## src/rtl/result_writer_pkg.sv

```systemverilog
// Shared types and frame constants for the overlay result writer.
package result_writer_pkg;

    typedef enum logic [2:0] {
        S_IDLE,
        S_CLEAR,
        S_TOP,
        S_BOTTOM,
        S_LEFT,
        S_RIGHT,
        S_DONE,
        S_CDONE
    } rw_state_t;

    localparam int IMG_W_DEF = 160;
    localparam int IMG_H_DEF = 120;
    localparam int PIX_CNT   = IMG_W_DEF * IMG_H_DEF;

endpackage

```

## src/rtl/ovl_addr_gen.sv

```systemverilog
// Registers the linear overlay address and the clipped write enable for the
// pixel the iterator is about to visit, so both leave in the same cycle.
module ovl_addr_gen #(
    parameter int CW             = 9,
    parameter int WIDTH_OVL_ADDR = 16,
    parameter int IMG_W          = 160,
    parameter int IMG_H          = 120
) (
    input  logic                      clk,
    input  logic                      rst_n,
    input  logic                      wr,
    input  logic [CW-1:0]             x,
    input  logic [CW-1:0]             y,
    output logic                      we,
    output logic [WIDTH_OVL_ADDR-1:0] addr
);

    localparam int PW = WIDTH_OVL_ADDR + CW;
    localparam logic [CW-1:0] W_C = CW'(IMG_W);
    localparam logic [CW-1:0] H_C = CW'(IMG_H);

    logic          clip;
    logic [PW-1:0] lin;

    assign clip = (x >= W_C) || (y >= H_C);
    // Constant multiply; synthesis reduces it to shifts and adds.
    assign lin  = PW'(y) * PW'(IMG_W) + PW'(x);

    always_ff @(posedge clk or negedge rst_n) begin
        if (!rst_n) begin
            we   <= 1'b0;
            addr <= '0;
        end else begin
            we <= wr && !clip;
            if (wr) addr <= lin[WIDTH_OVL_ADDR-1:0];
        end
    end

endmodule

```

## src/rtl/result_writer.sv

```systemverilog
// Draws a detection window outline into a 1-bit overlay BRAM, one pixel per
// cycle, and clears the overlay on request.
module result_writer
    import result_writer_pkg::*;
#(
    parameter int WIDTH_POSI     = 8,
    parameter int WIDTH_OVL_ADDR = 16,
    parameter int IMG_W          = IMG_W_DEF,
    parameter int IMG_H          = IMG_H_DEF
) (
    input  logic                      clk,
    input  logic                      rst_n,
    input  logic                      write_result_start,
    input  logic [WIDTH_POSI-1:0]     xpos,
    input  logic [WIDTH_POSI-1:0]     ypos,
    input  logic [WIDTH_POSI-1:0]     length,
    output logic                      write_result_done,
    input  logic                      clear_start,
    output logic                      clear_done,
    output logic                      busy,
    output logic                      we_ovl,
    output logic [WIDTH_OVL_ADDR-1:0] addr_ovl,
    output logic                      dout_ovl
);

    localparam int CW = WIDTH_POSI + 1;
    localparam logic [CW-1:0] XLAST = CW'(IMG_W - 1);
    localparam logic [CW-1:0] YLAST = CW'(IMG_H - 1);

    rw_state_t state, next;

    logic [WIDTH_POSI-1:0] x0, y0, len;
    logic [CW-1:0]         cx, cy, nx, ny;
    logic [CW-1:0]         x0e, xe, ye, ym, y1;
    logic                  ld, wr_next, draw_next;

    // Window corners at one extra bit so x0+L-1 never wraps.
    assign x0e = {1'b0, x0};
    assign xe  = {1'b0, x0} + {1'b0, len} - CW'(1);
    assign ye  = {1'b0, y0} + {1'b0, len} - CW'(1);
    assign ym  = ye - CW'(1);
    assign y1  = {1'b0, y0} + CW'(1);

    assign draw_next = (next == S_TOP) || (next == S_BOTTOM) ||
                       (next == S_LEFT) || (next == S_RIGHT);
    assign wr_next   = draw_next || (next == S_CLEAR);

    always_comb begin
        next = state;
        nx   = cx;
        ny   = cy;
        ld   = 1'b0;
        case (state)
            S_IDLE: begin
                if (clear_start) begin
                    next = S_CLEAR;
                    nx   = '0;
                    ny   = '0;
                end else if (write_result_start) begin
                    ld = 1'b1;
                    nx = {1'b0, xpos};
                    ny = {1'b0, ypos};
                    next = (length == '0) ? S_DONE : S_TOP;
                end
            end
            S_CLEAR: begin
                if (cx == XLAST) begin
                    nx = '0;
                    ny = cy + CW'(1);
                    if (cy == YLAST) next = S_CDONE;
                end else begin
                    nx = cx + CW'(1);
                end
            end
            S_TOP: begin
                if (cx == xe) begin
                    if (len == WIDTH_POSI'(1)) begin
                        next = S_DONE;
                    end else begin
                        next = S_BOTTOM;
                        nx   = x0e;
                        ny   = ye;
                    end
                end else begin
                    nx = cx + CW'(1);
                end
            end
            S_BOTTOM: begin
                if (cx == xe) begin
                    if (len <= WIDTH_POSI'(2)) begin
                        next = S_DONE;
                    end else begin
                        next = S_LEFT;
                        nx   = x0e;
                        ny   = y1;
                    end
                end else begin
                    nx = cx + CW'(1);
                end
            end
            S_LEFT: begin
                if (cy == ym) begin
                    next = S_RIGHT;
                    nx   = xe;
                    ny   = y1;
                end else begin
                    ny = cy + CW'(1);
                end
            end
            S_RIGHT: begin
                if (cy == ym) next = S_DONE;
                else          ny = cy + CW'(1);
            end
            default: next = S_IDLE;
        endcase
    end

    always_ff @(posedge clk or negedge rst_n) begin
        if (!rst_n) begin
            state             <= S_IDLE;
            write_result_done <= 1'b0;
            clear_done        <= 1'b0;
            busy              <= 1'b0;
            dout_ovl          <= 1'b0;
        end else begin
            state             <= next;
            write_result_done <= (next == S_DONE);
            clear_done        <= (next == S_CDONE);
            busy              <= (next != S_IDLE);
            dout_ovl          <= draw_next;
        end
    end

    // Datapath registers carry no reset; they are always loaded before use.
    always_ff @(posedge clk) begin
        cx <= nx;
        cy <= ny;
        if (ld) begin
            x0  <= xpos;
            y0  <= ypos;
            len <= length;
        end
    end

    ovl_addr_gen #(
        .CW             (CW),
        .WIDTH_OVL_ADDR (WIDTH_OVL_ADDR),
        .IMG_W          (IMG_W),
        .IMG_H          (IMG_H)
    ) u_addr (
        .clk   (clk),
        .rst_n (rst_n),
        .wr    (wr_next),
        .x     (nx),
        .y     (ny),
        .we    (we_ovl),
        .addr  (addr_ovl)
    );

endmodule

```

## config.mk

```make
export PLATFORM = sky130hd
export DESIGN_NAME = result_writer
export DESIGN_NICKNAME = d
export VERILOG_FILES = /design/src/rtl/result_writer_pkg.sv /design/src/rtl/ovl_addr_gen.sv /design/src/rtl/result_writer.sv
export SDC_FILE = /design/constraint.sdc
export NUM_CORES = 1
export LEC_CHECK = 0
export ABC_AREA = 0
export CORE_ASPECT_RATIO = 0.6
export CORE_MARGIN = 2
export CORE_UTILIZATION = 50
export CTS_CLUSTER_SIZE = 10
export DETAILED_ROUTE_END_ITERATION = 16
export DONT_BUFFER_PORTS = 1
export PLACE_DENSITY_LB_ADDON = 0.05
export SLEW_MARGIN = 5
export SYNTH_ARGS = -nofsm -noshare
export SYNTH_HDL_FRONTEND = slang
export SYNTH_SLANG_ARGS = --single-unit
```

## constraint.sdc

```tcl
create_clock -name clk -period 6.1 [get_ports clk]
set_input_delay 0.61 -clock clk [delete_from_list [all_inputs] [get_ports clk]]
set_output_delay 0.61 -clock clk [all_outputs]
set_load 0.005 [all_outputs]
```

* Word level (Yosys, flattened, before mapping)
Cells that the tools add are included.
** Storage, ports and cells
- Output and inout bits :: 21
- Flip-flop bits (word level) :: 66
- Memory bits (writable) :: 0
- ROM bits :: 0
- Latch bits :: 0
- Memories :: 0
- Word-level logic and storage cells :: 86
- Input bits :: 28
** Operators by class
- Multiplexer cells :: 34
- Equality and inequality tests :: 17
- Divide/modulo/power cells :: 0
- Order comparisons :: 3
- Multiply operators :: 1
- Shift-type cells :: 0
- Bitwise logic cells :: 0
- Reduce and logical (&&, ||, !) cells :: 10
- Add/subtract/negate cells :: 9
** Operators by type and width (count)
- $mux 9 :: 17
- $pmux 9 s6 :: 1
- $pmux 9 s5 :: 1
- $mux 3 :: 10
- $sub 9x1->9 const B :: 3
- $add 8x8->9 :: 2
- $add 9x1->9 const B :: 2
- $eq 3x3->1 const B :: 6
- $eq 9x9->1 :: 2
- $pmux 3 s6 :: 1
- $add 16x9->16 :: 1
- $eq 3x2->1 const B :: 4
- $mul 9x3->11 const B :: 1
- $add 8x1->9 const B :: 1
- $eq 9x7->1 const B :: 1
- $eq 9x8->1 const B :: 1
- $ge 9x7->1 const B :: 1
- $ge 9x8->1 const B :: 1
- $eq 8x1->1 const B :: 1
- $le 8x2->1 const B :: 1
- $logic_not 8->1 :: 1
- $eq 3x1->1 const B :: 2
- $logic_or 1x1->1 :: 5
- $logic_not 3->1 :: 1
- other kinds (5) :: 7

* Longest topological paths before layout
Gate-level depths: netlist (run 1).
- Word-level depth :: 12
- Gate-level depth with buffers :: 33
- Depth with buffers taken out :: 32

* Cells and area by module
Synthesis (run 1) repeated with hierarchy kept, for this count alone.
** Unflattened totals
- Cell total of the unflattened synthesis :: 667
- Area total of the unflattened synthesis :: 5833.1 µm²
** Modules (own cells, without submodules)
- result_writer :: area each 4515.6 µm², cells an instance 548, sequential area each 1256.2 µm², times used 1
- ovl_addr_gen :: area each 1317.5 µm², cells an instance 119, sequential area each 425.4 µm², times used 1

* Least setup slack after synthesis (run 1)
Ideal clock, no wire load.
- Kind :: register to register
- From :: register y0[1]
- To :: register u_addr.addr[15]
- Arrival time :: 6.055 ns
- Cell stages (with the launch flop) :: 33
- Required time :: 5.975 ns
- Buffers on the path :: 1
- Library setup time :: 0.125 ns
- Setup slack :: -0.080 ns
- Clock period less this slack :: 6.180 ns
- Cell sequence :: edfxtp_1 -> inv_1 -> ha_1 -> inv_1 -> ha_1 -> inv_1 -> fa_1 -> nor2b_1 -> o22ai_2 -> xnor2_1 -> or3_1 -> o31a_1 -> o21a_1 -> nand2_1 -> clkbuf_1 -> o21a_1 -> and3_1 -> nand3_1 -> a22o_1 -> ha_1 -> inv_1 -> fa_1 -> inv_1 -> a21oi_1 -> o21bai_1 -> a21o_1 -> a21oi_1 -> xnor2_1 -> nand2_1 -> or2_2 -> xnor2_1 -> xnor2_1 -> mux2_2
** On the way
- Elaborated cells on any way between the ends :: 28
- Those cells by class :: add/sub: 5; mul: 1; eq/ne: 6; mux: 12; reduce/logical: 4
** RTL lines
- from (decl) :: RTL line result_writer.sv:32 : logic [WIDTH_POSI-1:0] x0, y0, len;
- from (signal assigned) :: RTL line result_writer.sv:140 : y0 <= ypos;
- $add 8x8->9 :: RTL line result_writer.sv:40 : assign ye = {1'b0, y0} + {1'b0, len} - CW'(1);
- $sub 9x1->9 :: RTL line result_writer.sv:40
- $sub 9x1->9 :: RTL line result_writer.sv:41 : assign ym = ye - CW'(1);
- $eq 9x9->1 :: RTL line result_writer.sv:102, result_writer.sv:111
- $mux 9, on equally long branches :: RTL line result_writer.sv:111, result_writer.sv:102
- $pmux 9 s6 (*) :: RTL line result_writer.sv:53 : case (state)
- net ny[2] :: RTL line result_writer.sv:33 : logic [CW-1:0] cx, cy, nx, ny;
- $mul 9x3->11 (*) :: RTL line ovl_addr_gen.sv:27 : assign lin = PW'(y) * PW'(IMG_W) + PW'(x);
- $add 16x9->16 (*) :: RTL line ovl_addr_gen.sv:27
- to (signal assigned) :: RTL line ovl_addr_gen.sv:35 : if (wr) addr <= lin[WIDTH_OVL_ADDR-1:0];
- to (decl) :: RTL line ovl_addr_gen.sv:15 : output logic [WIDTH_OVL_ADDR-1:0] addr
The timed path passes the listed nets; every way through them passes the cells marked *.
A chain may end at the register's enable or synchronous reset.

* Worst setup path after layout (run 1)
- From :: register len[1]
- To :: register u_addr.addr[15]
** On the way
- Elaborated cells on any way between the ends :: 40
- Those cells by class :: add/sub: 6; mul: 1; order compare: 1; eq/ne: 8; mux: 20; reduce/logical: 4
** RTL lines
- from (decl) :: RTL line result_writer.sv:32
- from (signal assigned) :: RTL line result_writer.sv:141 : len <= length;
- $add 8x8->9 :: RTL line result_writer.sv:40
- $sub 9x1->9 :: RTL line result_writer.sv:40
- $sub 9x1->9 :: RTL line result_writer.sv:41
- $eq 9x9->1 :: RTL line result_writer.sv:102, result_writer.sv:111
- $mux 9, on equally long branches :: RTL line result_writer.sv:111, result_writer.sv:102
- $pmux 9 s6 (*) :: RTL line result_writer.sv:53
- net ny[4] :: RTL line result_writer.sv:33
- $mul 9x3->11 (*) :: RTL line ovl_addr_gen.sv:27
- $add 16x9->16 (*) :: RTL line ovl_addr_gen.sv:27
Marks and branches as above.

==> results of run 1 <==
==> power breakdown <==
| group | switching [W] | total (W) | internal [W] |
|---|---|---|---|
| combinational | 0.00000341 | 0.00000567 | 0.00000227 |
| clock | 0.000219 | 0.000523 | 0.000304 |
| sequential | 0 | 0.000458 | 0.000458 |
| total | 0.000222 | 0.000987 | 0.000764 |
==> metal layers <==
metal / wire length (µm) / share of wire / vias to the layer above / track usage
met2: 7400 / 0.38 / 266 / 0.414
li1: - / - / 2656 / -
met4: 145 / 0.0075 / 0 / 0.0455
met5: 0 / 0 / - / 0
met3: 2280 / 0.12 / 20 / 0.109
met1: 9550 / 0.49 / 2658 / 0.487
==> critical path, delay by kind of cell, from the launching register on <==
kind / cells / cell delay, ps
AOI/OAI and AO/OA: 7 / 1500
xor gates and xnor gates: 4 / 560
adders and majority gates: 5 / 1270
buffers and inverters: 7 / 690
DFF: 1 / 380
muxes: 1 / 270
and+or+nand+nor: 5 / 1440
==> cells by family after synthesis <==
group | Yosys count | share of synthesized area
flip-flops | 66 | 0.288
XOR/XNOR | 65 | 0.101
AO/OA/AOI/OAI | 175 | 0.202
AND/OR/NAND/NOR | 192 | 0.166
adder cells (fa/ha/maj) | 56 | 0.125
buffers and inverters | 99 | 0.0670
multiplexers | 29 | 0.0518
==> metrics by stage <==
step / power, W / area, µm²
after CTS: 0.000993 / 7210
after detailed placement: 0.000470 / 6650
after global placement: 0.000470 / 6650
after global routing: 0.00101 / 7520
after floorplan: 0.000471 / 5860
final: 0.000987 / 7520
==> registers in the layout (all words and copies together), names as in the netlist <==
register	cells
dout_ovl	1
u_addr.we	1
y0	8
clear_done	1
state	3
len	8
busy	1
u_addr.addr	16
write_result_done	1
cy	9
cx	9
x0	8
==> worst max-delay path by stage <==
stage / slack [ps] / end / startpoint / cells after the start
2_1_floorplan: 10 / u_addr.addr[15]$_DFFE_PN0P_ / y0[1]$_DFFE_PP_ / 32
3_3_place_gp: -80 / u_addr.addr[15]$_DFFE_PN0P_ / len[1]$_DFFE_PP_ / 29
3_5_place_dp: -270 / u_addr.addr[15]$_DFFE_PN0P_ / len[1]$_DFFE_PP_ / 32
4_1_cts: 0.6 / u_addr.addr[15]$_DFFE_PN0P_ / len[1]$_DFFE_PP_ / 34
5_1_grt: -340 / u_addr.addr[15]$_DFFE_PN0P_ / len[1]$_DFFE_PP_ / 30
6_report: -120 / u_addr.addr[15]$_DFFE_PN0P_ / len[1]$_DFFE_PP_ / 29
==> what timing repair did <==
| item | in CTS | in global routing |
|---|---|---|
| setup buffers | 11 | 12 |
| gates resized for setup | 41 | 39 |
| endpoints found under the hold margin | 24 | 0 |
| pin swaps | 31 | 31 |
| endpoints found under the setup margin | 3 | 4 |
| hold buffers | 1 | 0 |
| gates cloned | 0 | 0 |
==> synthesized netlist by cell type (5+ instances only) <==
master and number:
inv_1 73, ha_1 52, nor2_1 48, nand2_1 47
o21ai_0 44, xnor2_1 43, a21oi_1 36, dfrtp_1 24
edfxtp_1 24, xor2_1 20, mux2i_1 19, clkbuf_1 18
dfxtp_1 18, nand3_1 18, nor3_1 16, a21o_1 10
mux2_2 10, o21a_1 10, nor4_1 9, and3_1 8
nand2b_1 7, nand4_1 6, o211ai_1 6, o22ai_1 6
o31ai_1 6, a221o_1 5, a221oi_1 5, a31oi_1 5
or2_2 5
==> placed cells by master, fill, tap and decap left out, types with 8 or more instances in the layout <==
master / Yosys / final
buf_4: 2 / 113
inv_1: 73 / 65
nor2_1: 48 / 46
nand2_1: 47 / 46
ha_1: 52 / 45
o21ai_0: 44 / 39
xnor2_1: 43 / 36
a21oi_1: 36 / 31
dfrtp_1: 24 / 24
edfxtp_1: 24 / 24
mux2i_1: 19 / 19
xor2_1: 20 / 18
nand3_1: 18 / 18
dfxtp_1: 18 / 18
nor3_1: 16 / 13
o21a_1: 10 / 10
a21o_1: 10 / 10
clkbuf_16: 0 / 10
mux2_2: 10 / 9
inv_2: 0 / 8
and3_1: 8 / 8
==> layout make-up <==
class	count	area, µm²
clock buffers	10	250
clock inverters	6	46.3
flip-flops and latches	66	1680
well taps	160	200
inverters	73	274
fillers	963	3810
multi-input cells	517	4170
repair buffers	118	903
==> flow_metrics.py, run 1 <==
metrics = {
    "yosys": {
        "yosys.area.top_type_share": 0.123,
        "synth.distinct_cells": 75,
        "ys_seq_area_frac": 0.288,
        "yosysWarnings": 0,
        "async_flop_share": 0.364,
        "synth_edf_count": 24,
        "synthFlopType": "edfxtp_1",
        "yosysTopAreaCell": "edfxtp_1",
        "ys_seq_elements": 66,
        "synthTopCellsByArea": "edfxtp_1 12%, ha_1 11%, dfrtp_1 10%",
        "syn_area_mm2": 0.00585,
        "synthCells": 682,
        "postSynthAreaPerCell_um2": 8.57,
        "synth_fp_nets": 766,
    },
    "global_routing": {
        "grt.total_usage": 0.312,
        "grt_pass1_wl_um": 29400,
        "overflow": 0,
        "first_global_vias": 5206,
        "grt_max_degree": 27,
        "antenna_found_initial": 0,
    },
    "final_layout": {
        "nets": 869,
        "final_cells": 950,
        "drive_above_1_share": 0.275,
        "diodes": 0,
        "syn_to_final_growth_pct": 28.7,
        "post-route-util": 0.664,
    },
    "routing": {
        "drt_pass1_iterations": 6,
        "via_count": 5600,
        "viasPerCell": 5.89,
        "wirelength_um": 19400,
        "final_antenna_net_count": 0,
        "post_drt_wl_per_cell_um": 20.4,
        "first_iter_violations": 500,
        "drc": 0,
    },
    "floorplan": {
        "ios": 49,
        "dieWidth_um": 144,
        "num_rows": 30,
        "dieArea_mm2": 0.0126,
        "dieHeight_um": 87.8,
        "core_mm2": 0.0113,
        "initial_utilization": 0.516,
    },
    "worst_setup_path": {
        "max_stage_delay_ps": 590,
        "crit_type": "flop to flop",
        "rrSetupSlack_ps": -120,
        "worst-path-max-fanout": 4,
        "end_kind": "flop",
        "cp.arrival_ps": 6440,
        "timing.rr.end": "u_addr.addr[15]$_DFFE_PN0P_",
        "r2r_cells": 29,
        "worstPathRequired_ps": 6320,
        "start_kind": "flop",
        "rr_startpoint": "len[1]$_DFFE_PP_",
        "slowest_stage": "or4b_4",
        "critPathMostFrequentCell": "inv_2",
    },
    "cts": {
        "cts.reportedPaths.clkPinSlew_ps": 70,
        "cts_buffers": 9,
        "htreeDepth": 3,
        "cts_root_buffer": "clkbuf_16",
        "clockBufferDepth": 2,
        "cts_tree": "yes",
        "cts_sinks": 66,
        "clock_latency_ps": 340,
    },
    "timing": {
        "rsz0062_at_grt": "true",
        "min_period_ps": 6220,
        "setup-tns-final_ps": -123,
        "clock.fmax_mhz": 161,
        "setup_ws_ps": -123,
        "worst_pin_slew_ps": 1030,
        "finalSetupViolations": 1,
        "slew_headroom": 0.309,
        "timing.final.hold_violations": 0,
        "period_share": 1.02,
        "clock_skew_ps": 17.8,
        "holdWs_ps": 364,
        "final_max_slew_viol_count": 0,
    },
    "status": {
        "status": "complete, but fails checks",
        "violations": "negative setup slack",
    },
    "placed_design": {
        "pre_cts_ws_ps": -272,
        "dpl.cell_count": 910,
        "gp_congestion": 0.969,
        "portBuffers": 0,
        "hpwl_um": 15000,
    },
    "pwr": {
        "p_leak_nw": 3.32,
        "powerDensity_mw_per_mm2": 131,
        "peakVddDrop_mv": 0.145,
    },
    "min_path": {
        "hold_start": "ypos[6]",
        "hold_depth": 0,
        "hold_path.class": "primary input to flop",
        "holdPathEnd": "y0[6]$_DFFE_PP_",
    },
    "flow_run": {
        "cap_violations": 0,
    },
}
(Power assumes the default switching activity.)
==> inputs of run 2 (changes only) <==
- clock period: 6.1 -> 5.55 ns (I/O delays scaled with it)
==> run 2 against run 1 <==
Effect of this change: the flow still finishes with violations (negative setup slack); power increased by 7.2%; hold slack got worse by 350 ps; flip-flop and latch count unchanged; register-to-register slack worse by 490 ps; core utilization up 2.8 points; largest cell class unchanged; clock-buffer cell count decreased by 1; first-iteration DRC count grew 9.0%.
==> flow_metrics.py, run 2 (synthesis results as in run 1) <==
metrics = {
    "status": {
        "status": "complete, but fails checks",
        "violations": "negative setup slack",
    },
    "cts": {
        "clock_latency_ps": 350,
        "cts_root_buffer": "clkbuf_16",
        "cts_buffers": 9,
        "cts_sinks": 66,
        "cts.reportedPaths.clkPinSlew_ps": 60,
        "cts_tree": "yes",
        "htreeDepth": 3,
        "clockBufferDepth": 2,
    },
    "final_layout": {
        "top_register": "u_addr.addr",
        "largest_reg_flops": 16,
        "final_cell_area_mm2": 0.00784,
        "nets": 904,
        "top_regs": "u_addr.addr x16, cx x9, cy x9",
        "most-common-layout-cells": "142 x buf_4, 64 x inv_1, 46 x nor2_1",
        "syn_to_final_growth_pct": 34.0,
        "final_common_cell": "buf_4",
        "drive_above_1_share": 0.310,
        "diodes": 0,
        "fillCellCount": 890,
    },
    "routing": {
        "drt_pass1_iterations": 5,
        "drc": 0,
        "top_layer": "met4",
        "post_drt_wl_per_cell_um": 19.2,
        "final_antenna_net_count": 0,
        "viasPerCell": 5.77,
        "via_count": 5685,
        "drt-met1-wl_um": 8510,
        "dr_wl_met2_um": 8280,
        "first_iter_violations": 545,
        "met3_length_um": 1710,
        "wirelength_um": 18900,
    },
    "timing": {
        "holdWs_ps": 14.8,
        "rsz0062_at_grt": "true",
        "period_share": 1.11,
        "setup_ws_ps": -615,
        "timing.final.hold_violations": 0,
        "finalSetupViolations": 4,
        "min_period_ps": 6160,
        "final_max_slew_viol_count": 0,
        "clock.fmax_mhz": 162,
        "worst_pin_slew_ps": 900,
        "clock_skew_ps": 7.15,
        "slew_headroom": 0.398,
    },
    "worst_setup_path": {
        "rr_startpoint": "len[1]$_DFFE_PP_",
        "critPathMostFrequentCell": "inv_2",
        "slowest_stage": "or4b_4",
        "rrSetupSlack_ps": -610,
        "worstPathRequired_ps": 5780,
        "max_stage_delay_ps": 500,
        "timing.rr.end": "u_addr.addr[15]$_DFFE_PN0P_",
        "end_kind": "flop",
        "start_kind": "flop",
        "r2r_cells": 29,
        "crit_type": "flop to flop",
        "worst-path-max-fanout": 4,
        "cp.arrival_ps": 6390,
    },
    "global_routing": {
        "grt_max_degree": 26,
        "antenna_found_initial": 0,
        "grt_pass1_wl_um": 28900,
        "overflow": 0,
        "first_global_vias": 5634,
        "grt.total_usage": 0.300,
    },
    "min_path": {
        "hold_path.class": "primary input to async pin",
    },
    "placed_design": {
        "gp_congestion": 0.989,
        "post_dp_cell_area_mm2": 0.00704,
        "hpwl_um": 14500,
        "portBuffers": 0,
    },
    "floorplan": {
        "initial_utilization": 0.516,
        "dieArea_mm2": 0.0126,
        "core_mm2": 0.0113,
        "ios": 49,
        "dieWidth_um": 144,
        "dieHeight_um": 87.8,
        "num_rows": 30,
    },
    "flow_run": {
        "cap_violations": 0,
    },
    "pwr": {
        "p_leak_nw": 3.48,
        "peakVddDrop_mv": 0.147,
        "powerDensity_mw_per_mm2": 135,
    },
}
[run 2: changes by cell type in the layout (fill, tap and decap cells not counted), sizes merged]
cell         previous run  this run
dlygate4sd3             1         0
clkinv                  3         4
clkbuf                 10         9
buf                   117       153
[run 2: area by class of cell]
class                      instances  area, µm²  share of cell area
multi-input combinational        517       4200               0.536
sequential                        66       1680               0.215
timing repair buffer             153       1200               0.153
inverter                          73        277              0.0353
clock buffer                       9        225              0.0287
tap                              160        200              0.0255
clock inverter                     7       52.6             0.00670
[run 2: power by group]
part	switching, W	internal [W]	total [W]
logic	0.00000407	0.00000351	0.00000758
clock network	0.000241	0.000306	0.000547
registers	0	0.000504	0.000504
[run 2: worst max path at each step]
stage,start,slack (ps),endpoint
after global routing,len[1]$_DFFE_PP_,-860,u_addr.addr[15]$_DFFE_PN0P_
final,len[1]$_DFFE_PP_,-610,u_addr.addr[15]$_DFFE_PN0P_
after global placement,len[1]$_DFFE_PP_,-560,u_addr.addr[15]$_DFFE_PN0P_
after detailed placement,len[1]$_DFFE_PP_,-720,u_addr.addr[15]$_DFFE_PN0P_
after floorplan,y0[1]$_DFFE_PP_,-320,u_addr.addr[15]$_DFFE_PN0P_
after CTS,len[2]$_DFFE_PP_,-470,u_addr.addr[15]$_DFFE_PN0P_
[run 2: through the flow]
stage / util / instances / power [W] / setup WS, ps / TNS, ps
final: 0.691 / 985 / 0.00106 / -615 / -1230
after global placement: 0.621 / 948 / 0.000516 / -564 / -1530
after global routing: 0.691 / 985 / 0.00109 / -857 / -2370
after floorplan: - / 682 / 0.000517 / -322 / -322
after detailed placement: 0.621 / 948 / 0.000516 / -716 / -1790
after CTS: 0.665 / 971 / 0.00106 / -473 / -630
[run 2: layer usage]
metal	GRT usage	vias to the layer above
met4	0.0802	0
met5	0.0188	-
met3	0.0716	39
met1	0.414	2674
met2	0.474	249
li1	-	2723
[run 2: worst max-delay path: cells and delay by family (launching register included)]
kind | cells | cell delay, ps
AO/OA/AOI/OAI | 8 | 1490
adder cells (fa/ha/maj) | 5 | 1410
multiplexers | 1 | 260
flip-flops | 1 | 380
AND/OR/NAND/NOR | 6 | 1560
XOR/XNOR | 4 | 630
buffers and inverters | 5 | 310
[run 2: repair_timing]
item / in CTS / in global routing
endpoints found under the hold margin: 24 / 0
buffers inserted: 7 / 16
setup endpoints to repair: 5 / 6
pin swaps: 11 / 39
gates resized for setup: 32 / 45
hold buffers: 1 / 0
==> inputs of run 3 (changes only) <==
- CORE_MARGIN: 2 -> 10
==> run 3 against run 2 <==
Effect of this change: the run still ends with negative setup slack left; clock skew fell by 0.66 ps; clock-buffer cell count rose by 1; largest cell class unchanged; critical endpoint unchanged; highest routed layer is now met5; wire length grew 5.0%; register-to-register slack worse by 50 ps; core utilization increased by 0.90 points.
==> flow_metrics.py, run 3 (synthesis results as in run 1) <==
metrics = {
    "floorplan": {
        "core_mm2": 0.0114,
        "dieWidth_um": 160,
        "num_rows": 30,
        "initial_utilization": 0.514,
        "dieArea_mm2": 0.0166,
        "dieHeight_um": 104,
        "ios": 49,
    },
    "timing": {
        "worst_pin_slew_ps": 971,
        "clock_skew_ps": 6.50,
        "slew_headroom": 0.351,
        "setup-tns-final_ps": -1840,
        "timing.final.hold_violations": 0,
        "final_max_slew_viol_count": 0,
        "clock.fmax_mhz": 161,
        "min_period_ps": 6210,
        "setup_ws_ps": -663,
        "finalSetupViolations": 4,
        "period_share": 1.12,
        "holdWs_ps": 21.4,
        "rsz0062_at_grt": "true",
    },
    "final_layout": {
        "post-route-util": 0.700,
        "syn_to_final_growth_pct": 36.2,
        "final_cells": 1002,
        "drive_above_1_share": 0.324,
        "final_common_cell": "buf_4",
        "top_register": "u_addr.addr",
        "diodes": 0,
        "most-common-layout-cells": "163 x buf_4, 62 x inv_1, 47 x nor2_1",
        "top_regs": "u_addr.addr x16, cx x9, cy x9",
        "largest_reg_flops": 16,
        "nets": 921,
    },
    "status": {
        "violations": "negative setup slack",
        "status": "complete, but fails checks",
    },
    "placed_design": {
        "portBuffers": 0,
        "hpwl_um": 15100,
        "dpl.cell_count": 956,
        "gp_congestion": 0.918,
    },
    "pwr": {
        "powerDensity_mw_per_mm2": 136,
        "p_leak_nw": 3.57,
        "peakVddDrop_mv": 0.155,
        "p_total_w": 0.00108,
    },
    "min_path": {
        "hold_path.class": "primary input to async pin",
    },
    "worst_setup_path": {
        "start_kind": "flop",
        "end_kind": "flop",
        "worstPathRequired_ps": 5770,
        "crit_type": "flop to flop",
        "max_stage_delay_ps": 380,
        "worst-path-max-fanout": 5,
        "cp.arrival_ps": 6440,
        "slowest_stage": "fa_2",
    },
    "global_routing": {
        "grt_pass1_wl_um": 30400,
        "grt.total_usage": 0.226,
        "first_global_vias": 5624,
        "antenna_found_initial": 0,
        "overflow": 0,
        "grt_max_degree": 26,
    },
    "routing": {
        "drc": 0,
        "viasPerCell": 5.82,
        "final_antenna_net_count": 0,
        "via_count": 5834,
        "first_iter_violations": 561,
        "drt_pass1_iterations": 5,
        "post_drt_wl_per_cell_um": 19.8,
        "wirelength_um": 19800,
    },
    "cts": {
        "clockBufferDepth": 2,
        "cts_root_buffer": "clkbuf_16",
        "cts_tree": "yes",
        "cts.reportedPaths.clkPinSlew_ps": 60,
        "htreeDepth": 3,
        "cts_buffers": 9,
        "cts_sinks": 66,
        "clock_latency_ps": 340,
    },
    "flow_run": {
        "cap_violations": 0,
    },
}
[run 3: cell types whose count changed in the layout (fill, tap and decap cells not counted), moves of 2 or more]
| cell | before | now |
|---|---|---|
| buf_4 | 142 | 163 |
| buf_6 | 10 | 6 |
| ha_1 | 43 | 46 |
| ha_4 | 7 | 5 |
| inv_1 | 64 | 62 |
| inv_2 | 8 | 10 |
| inv_4 | 3 | 1 |
| o21ai_1 | 10 | 8 |
| o21ai_2 | 0 | 2 |
[run 3: worst max-delay path, delay by kind of cell, from the launching register on]
family | cells | cell delay [ps]
and+or+nand+nor | 6 | 1450
AOI/OAI and AO/OA | 8 | 1250
adders and majority gates | 5 | 1330
xor gates and xnor gates | 4 | 610
buffers and inverters | 8 | 820
DFF | 1 | 360
muxes | 1 | 270
[run 3: through the flow]
stage | setup slack (ps) | cell area (µm²)
floorplan | -322 | 5980
global placement | -633 | 7100
detailed placement | -802 | 7100
CTS | -565 | 7640
global route | -906 | 7970
finish | -663 | 7970
[run 3: path summary, 6_finish.rpt]
check / startpoint / to / slack (ps) / cells after the start
worst max-delay path: len[0]$_DFFE_PP_ / u_addr.addr[15]$_DFFE_PN0P_ / -660 / 32
worst min-delay path: rst_n / u_addr.we$_DFF_PN0_ / 20 / 1
worst max register to register: len[0]$_DFFE_PP_ / u_addr.addr[15]$_DFFE_PN0P_ / -660 / 32
worst min register to register: u_addr.addr[10]$_DFFE_PN0P_ / u_addr.addr[10]$_DFFE_PN0P_ / 520 / 2
max in group asynchronous: rst_n / u_addr.addr[13]$_DFFE_PN0P_ / 5380 / 1
min in group clk: length[3] / len[3]$_DFFE_PP_ / 310 / 0
[run 3: layout make-up]
cell class                 instances  area [µm²]
fill                             891        3410
sequential                        66        1680
timing repair buffer             170        1310
clock inverter                     6        47.5
tap                              160         200
clock buffer                      10         250
multi-input combinational        517        4200
inverter                          73         277
[run 3: per-layer routing]
| metal | up-vias | routed length, µm | global-route usage |
|---|---|---|---|
| li1 | 2761 | - | - |
| met1 | 2749 | 8730 | 0.309 |
| met2 | 283 | 8840 | 0.343 |
| met3 | 39 | 1810 | 0.0573 |
| met4 | 2 | 387 | 0.0613 |
| met5 | - | 58 | 0.0273 |
[run 3: where the power goes]
group	switching [W]	total (W)	internal [W]
sequential	0	0.000504	0.000504
combinational	0.00000411	0.00000761	0.00000350
clock	0.000239	0.000573	0.000334
[run 3: repair_timing]
action,4_1_cts,5_1_grt
resized for setup,34,38
pin swaps,22,28
setup endpoints to repair,6,6
hold buffers,1,0
endpoints found under the hold margin,24,0
buffers inserted,12,17
